### src/rtl/delta_liafn_decoder.sv
// Receiver for the delta-spike link: buffers signed delta events in a small FIFO and rebuilds
// the sender's membrane state by saturating accumulation, with a periodic leak while idle.
module delta_liafn_decoder #(
  parameter int unsigned DEPTH       = 4,
  parameter int unsigned LEAK_PERIOD = 16,
  parameter int unsigned LEAK_SHIFT  = 3,
  parameter logic [7:0]  INIT_STATE  = 8'd0
) (
  input  logic                     clk,
  input  logic                     reset,
  input  logic                     evt_valid,
  input  logic [7:0]               evt_delta,
  output logic                     evt_ready,
  output logic [7:0]               recon_state,
  output logic                     upd_valid,
  output logic                     leak_pulse,
  output logic                     sat_flag,
  output logic [7:0]               evt_count,
  output logic [$clog2(DEPTH):0]   fifo_level
);

  localparam int unsigned AW = $clog2(DEPTH);
  localparam int unsigned IW = (LEAK_PERIOD > 1) ? $clog2(LEAK_PERIOD) : 1;

  logic [7:0]    mem_q [DEPTH];
  logic [AW-1:0] wr_ptr_q, wr_ptr_d;
  logic [AW-1:0] rd_ptr_q, rd_ptr_d;
  logic [AW:0]   level_q, level_d;
  logic [IW-1:0] idle_q, idle_d;
  logic [7:0]    recon_q, recon_d;
  logic [7:0]    cnt_q, cnt_d;
  logic          upd_q, upd_d;
  logic          leak_q, leak_d;
  logic          sat_q, sat_d;

  logic              full, empty, push, pop_en;
  logic [7:0]        pop_delta;
  logic signed [9:0] sum;
  logic [7:0]        leak_step;

  assign full      = (level_q == (AW+1)'(DEPTH));
  assign empty     = (level_q == '0);
  // Ready depends only on registered occupancy; held low while reset is asserted.
  assign evt_ready = ~reset & ~full;
  assign push      = evt_valid & evt_ready;
  assign pop_en    = ~empty;

  assign pop_delta = mem_q[rd_ptr_q];
  assign sum       = $signed({2'b00, recon_q}) + $signed({{2{pop_delta[7]}}, pop_delta});
  assign leak_step = recon_q >> LEAK_SHIFT;

  always_comb begin
    wr_ptr_d = wr_ptr_q;
    rd_ptr_d = rd_ptr_q;
    level_d  = level_q + (AW+1)'(push) - (AW+1)'(pop_en);
    recon_d  = recon_q;
    cnt_d    = cnt_q;
    idle_d   = idle_q;
    upd_d    = 1'b0;
    leak_d   = 1'b0;
    sat_d    = 1'b0;
    if (push) begin
      wr_ptr_d = wr_ptr_q + 1'b1;
    end
    if (pop_en) begin
      // A pop always wins over a leak expiring in the same cycle.
      rd_ptr_d = rd_ptr_q + 1'b1;
      upd_d    = 1'b1;
      cnt_d    = cnt_q + 8'd1;
      idle_d   = '0;
      if (sum > 10'sd255) begin
        recon_d = 8'hff;
        sat_d   = 1'b1;
      end else if (sum < 10'sd0) begin
        recon_d = 8'h00;
        sat_d   = 1'b1;
      end else begin
        recon_d = sum[7:0];
      end
    end else if (empty) begin
      if (idle_q == IW'(LEAK_PERIOD - 1)) begin
        recon_d = recon_q - leak_step;
        leak_d  = 1'b1;
        idle_d  = '0;
      end else begin
        idle_d = idle_q + 1'b1;
      end
    end
  end

  // Storage needs no reset: push is blocked while reset is high.
  always_ff @(posedge clk) begin
    if (push) begin
      mem_q[wr_ptr_q] <= evt_delta;
    end
  end

  always_ff @(posedge clk) begin
    if (reset) begin
      wr_ptr_q <= '0;
      rd_ptr_q <= '0;
      level_q  <= '0;
      idle_q   <= '0;
      recon_q  <= INIT_STATE;
      cnt_q    <= 8'd0;
      upd_q    <= 1'b0;
      leak_q   <= 1'b0;
      sat_q    <= 1'b0;
    end else begin
      wr_ptr_q <= wr_ptr_d;
      rd_ptr_q <= rd_ptr_d;
      level_q  <= level_d;
      idle_q   <= idle_d;
      recon_q  <= recon_d;
      cnt_q    <= cnt_d;
      upd_q    <= upd_d;
      leak_q   <= leak_d;
      sat_q    <= sat_d;
    end
  end

  assign recon_state = recon_q;
  assign upd_valid   = upd_q;
  assign leak_pulse  = leak_q;
  assign sat_flag    = sat_q;
  assign evt_count   = cnt_q;
  assign fifo_level  = level_q;

endmodule

### config.mk
export PLATFORM = sky130hd
export DESIGN_NAME = delta_liafn_decoder
export DESIGN_NICKNAME = d
export VERILOG_FILES = /design/src/rtl/delta_liafn_decoder.sv
export SDC_FILE = /design/constraint.sdc
export NUM_CORES = 1
export LEC_CHECK = 0
export BUFFER_PORTS_ARGS = -buffer_cell sky130_fd_sc_hd__buf_2
export CAP_MARGIN = 5
export CORE_ASPECT_RATIO = 0.7
export CORE_MARGIN = 3
export CORE_UTILIZATION = 40
export CTS_CLUSTER_SIZE = 30
export DETAILED_ROUTE_END_ITERATION = 7
export PLACE_DENSITY = 0.55
export SLEW_MARGIN = 30
export SYNTH_ARGS = -nofsm -noshare
export SYNTH_HDL_FRONTEND = slang
export SYNTH_SLANG_ARGS = --single-unit
export TNS_END_PERCENT = 50
### constraint.sdc
create_clock -name clk -period 3.7 [get_ports clk]
set_clock_uncertainty 0.05 [all_clocks]
set_input_delay 0.37 -clock clk [delete_from_list [all_inputs] [get_ports clk]]
set_output_delay 0.37 -clock clk [all_outputs]
set_load 0.02 [all_outputs]
==> reports/summary.log <==
INFO  synth          postSynthRegisterBits=64
INFO  clock_network  cts_tree=yes
INFO  synth          share_of_the_yosys_chip_area_belonging_to_registers=0.500
INFO  clock_network  cts_made_buffers=9
INFO  floorplan      fp.dieW=113um
INFO  min_path       hp-class=input pin to flop
INFO  floorplan      top_level_ports=34
INFO  worst_setup_path worstPathArrival=3380ps
INFO  clock_network  clock_tree.htree_level_count=3
INFO  synth          synthesis.area_per_instance=11.7um^2
INFO  synth          net_count_of_the_mapped_netlist=309
INFO  sta            final-hold-violation-count=0
INFO  pwr            power.ir.vdd_worst=0.000336V
INFO  detailed_routing dr.first_iter.drc_count=87
INFO  worst_setup_path timing.critical_path.from_type=flop
INFO  synth          netlist-cell-type-count=48
INFO  final_layout   synthToLayoutAreaGrowth=19.1%
INFO  synth          synth_ff_type=sky130_fd_sc_hd__edfxtp_1
INFO  detailed_routing totalWireLength=6390um
INFO  synth          post_synth_inst_count=273
INFO  worst_setup_path rrSetupSlack=460ps
INFO  worst_setup_path worstPathMaxFanout=5
INFO  sta            post-route-period-util=0.876
INFO  sta            maxSlewViolCount=0
INFO  clock_network  clock_path_buffers=2
INFO  global_routing globalRoute.totalOverflow=0
INFO  sta            setup_viol_count_final=0
INFO  worst_setup_path critPathKind=flop to flop
INFO  final_layout   drive_gt1_frac=0.186
INFO  sta            worst_pin_slew=544ps
INFO  worst_setup_path reg2reg_depth=8
INFO  synth          post-synth-top-area-fraction=0.300
INFO  outcome        result_of_the_run=completed
INFO  sta            finalCriticalPeriod=3240ps
INFO  detailed_routing ant_nets=0
INFO  final_layout   fill_cells=702
INFO  synth          synth_area=3200um^2
INFO  detailed_routing drcViolationCount=0
INFO  pwr            leakage=1.51nW
INFO  placed_design  io_buffers=33
INFO  sta            grt_setup_unrepaired=no
INFO  clock_network  post_cts_buffers=0
INFO  floorplan      core=7550um^2
INFO  floorplan      chipHeight=80.9um
INFO  floorplan      rows=26
INFO  sta            timing.setup.tns=0ps
INFO  clock_network  clk_latency=320ps
INFO  final_layout   most_common_cell_after_layout_fill_and_taps_aside=sky130_fd_sc_hd__buf_2
INFO  synth          post-synth-top-area-cell=sky130_fd_sc_hd__edfxtp_1
INFO  global_routing pin_count_of_the_biggest_net_entering_global_routing=25
INFO  placed_design  placedCellCount=399
INFO  worst_setup_path setup.worst_path.end_class=flop
INFO  placed_design  gpl.final_weighted_congestion=0.802
INFO  synth          synth_top_cells_by_area=sky130_fd_sc_hd__edfxtp_1, sky130_fd_sc_hd__dfxtp_1, sky130_fd_sc_hd__ha_1
INFO  global_routing number_of_global_route_vias_before_repair=2109
INFO  detailed_routing vias_per_cell=5.15
INFO  final_layout   fin_cells=415
INFO  synth          synth-async-reset-ratio=0
INFO  clock_network  postCtsHoldBufs=0
INFO  detailed_routing via_count=2138
INFO  clock_network  cts_root_buffer=sky130_fd_sc_hd__clkbuf_16
INFO  global_routing grt_pass1_wl=10800um
INFO  floorplan      initial_core_util=0.424
INFO  final_layout   fin_nets=348
INFO  pwr            report.power.total=3.27mW
INFO  worst_setup_path worst_ep_required_time=3840ps
INFO  synth          synth_edf_count=32
INFO  synth          synth-warning-count=0
INFO  worst_setup_path worst_setup_path_endpoint=recon_state[7]$_SDFFE_PP0P_
INFO  clock_network  cts.reportedPaths.clkPinSlew=60ps
INFO  sta            timing.max_slew.rel_slack=0.636
INFO  pwr            power_per_cell_area=856nW/um^2
INFO  clock_network  postCtsResizedCells=0
INFO  global_routing grt_usage=0.152
INFO  worst_setup_path rr_endpoint=recon_state[7]$_SDFFE_PP0P_
INFO  detailed_routing wl_per_cell=15.4um
INFO  sta            maxClockFrequency=309MHz
INFO  clock_network  cts.sinks=64
INFO  floorplan      dieArea=9130um^2
INFO  final_layout   antenna_diode_count=0
INFO  global_routing grt_antenna_before_repair=0
INFO  placed_design  dp.final_hpwl=4650um
INFO  detailed_routing dr.pass1.iters=4
INFO  run            cap_viol_max_count=0
INFO  final_layout   most-common-layout-cells=sky130_fd_sc_hd__buf_2, sky130_fd_sc_hd__dfxtp_1, sky130_fd_sc_hd__edfxtp_1, sky130_fd_sc_hd__nor2_1, sky130_fd_sc_hd__ha_1
where the power goes:
group	leakage (nW)	switching [mW]	internal [mW]	total, mW
Clock	0.164	0.303	0.658	0.961
Combinational	0.795	0.743	0.583	1.33
Sequential	0.553	0.122	0.859	0.981
Total	1.51	1.17	2.10	3.27
how the worst min path moves through the flow:
stage                               startpoint                     to  slack [ps]  cells past startpoint
after global routing              evt_delta[6]  mem_q[1][6]$_DFFE_PP_         220                      1
after floorplan           idle_q[0]$_SDFF_PP0_   idle_q[0]$_SDFF_PP0_         380                      1
after global placement    idle_q[0]$_SDFF_PP0_   idle_q[0]$_SDFF_PP0_         400                      1
after detailed placement  idle_q[0]$_SDFF_PP0_   idle_q[0]$_SDFF_PP0_         410                      1
after CTS                         evt_delta[2]  mem_q[0][2]$_DFFE_PP_         210                      1
final                             evt_delta[3]  mem_q[1][3]$_DFFE_PP_         220                      1
cells in the mapped netlist, types with 2 or more instances:
master	instances
sky130_fd_sc_hd__a211oi_1	2
sky130_fd_sc_hd__a21oi_1	12
sky130_fd_sc_hd__a221oi_2	3
sky130_fd_sc_hd__a31oi_1	2
sky130_fd_sc_hd__and3_1	5
sky130_fd_sc_hd__clkbuf_1	6
sky130_fd_sc_hd__dfxtp_1	32
sky130_fd_sc_hd__edfxtp_1	32
sky130_fd_sc_hd__fa_1	3
sky130_fd_sc_hd__ha_1	22
sky130_fd_sc_hd__inv_1	17
sky130_fd_sc_hd__mux2i_1	2
sky130_fd_sc_hd__mux4_1	7
sky130_fd_sc_hd__nand2_1	10
sky130_fd_sc_hd__nand2b_1	3
sky130_fd_sc_hd__nand3_1	6
sky130_fd_sc_hd__nand4_1	2
sky130_fd_sc_hd__nor2_1	26
sky130_fd_sc_hd__nor2b_1	8
sky130_fd_sc_hd__nor3_1	11
sky130_fd_sc_hd__nor3b_1	3
sky130_fd_sc_hd__o211ai_1	2
sky130_fd_sc_hd__o21a_1	3
sky130_fd_sc_hd__o21ai_0	5
sky130_fd_sc_hd__o32ai_1	4
sky130_fd_sc_hd__or3_1	4
sky130_fd_sc_hd__xnor2_1	13
sky130_fd_sc_hd__xor2_1	8
worst max-delay path, cell delays in order, from the launching register on:
cell and delay (ps):
sky130_fd_sc_hd__dfxtp_1 470, sky130_fd_sc_hd__mux4_1 610, sky130_fd_sc_hd__ha_1 360, sky130_fd_sc_hd__a21oi_1 240
sky130_fd_sc_hd__nor4b_1 370, sky130_fd_sc_hd__a2bb2oi_1 210, sky130_fd_sc_hd__or4_4 490, sky130_fd_sc_hd__a32oi_1 210
sky130_fd_sc_hd__o32ai_1 100
flip-flops by register name (all words and copies together), names as in the netlist, 2 cells and up, named ones only:
register	count
evt_count	8
recon_state	8
rd_ptr_q	2
idle_q	4
fifo_level	3
mem_q	32
wr_ptr_q	2
area by class of cell:
class                   instances  area, um^2  area share
repair buffers                 35         180      0.0472
flip-flops and latches         64        1600       0.420
clock buffers                   9         225      0.0590
clock inverters                 7         119      0.0311
inverters                      18        67.6      0.0177
well taps                      98         123      0.0321
multi-input cells             184        1500       0.393
cells by family (layout without fill, tap and decap cells):
logic type,Yosys count,in the layout,share of synthesized area
AO/OA/AOI/OAI,44,44,0.102
adder cells (fa/ha/maj),25,25,0.105
AND/OR/NAND/NOR,84,84,0.134
buffers and inverters,25,69,0.0316
XOR/XNOR,21,21,0.0574
multiplexers,10,10,0.0707
flip-flops,64,64,0.500
metrics by stage:
step	instance area, um^2	util	setup WS, ps	hold WS (ps)
floorplan	3200	-	777	381
global placement	3470	0.460	592	397
detailed placement	3470	0.460	509	407
CTS	3820	0.506	489	207
global route	3820	0.506	168	220
finish	3820	0.506	459	216
layer usage:
metal | GRT usage | wire length [um] | vias to the layer above | part of all wire
li1 | - | - | 1081 | -
met1 | 0.220 | 3430 | 1017 | 0.54
met2 | 0.219 | 2640 | 35 | 0.41
met3 | 0.0432 | 252 | 5 | 0.039
met4 | 0.0528 | 72 | 0 | 0.011
met5 | 0 | 0 | - | 0
Power figures use the tool's default switching activity.
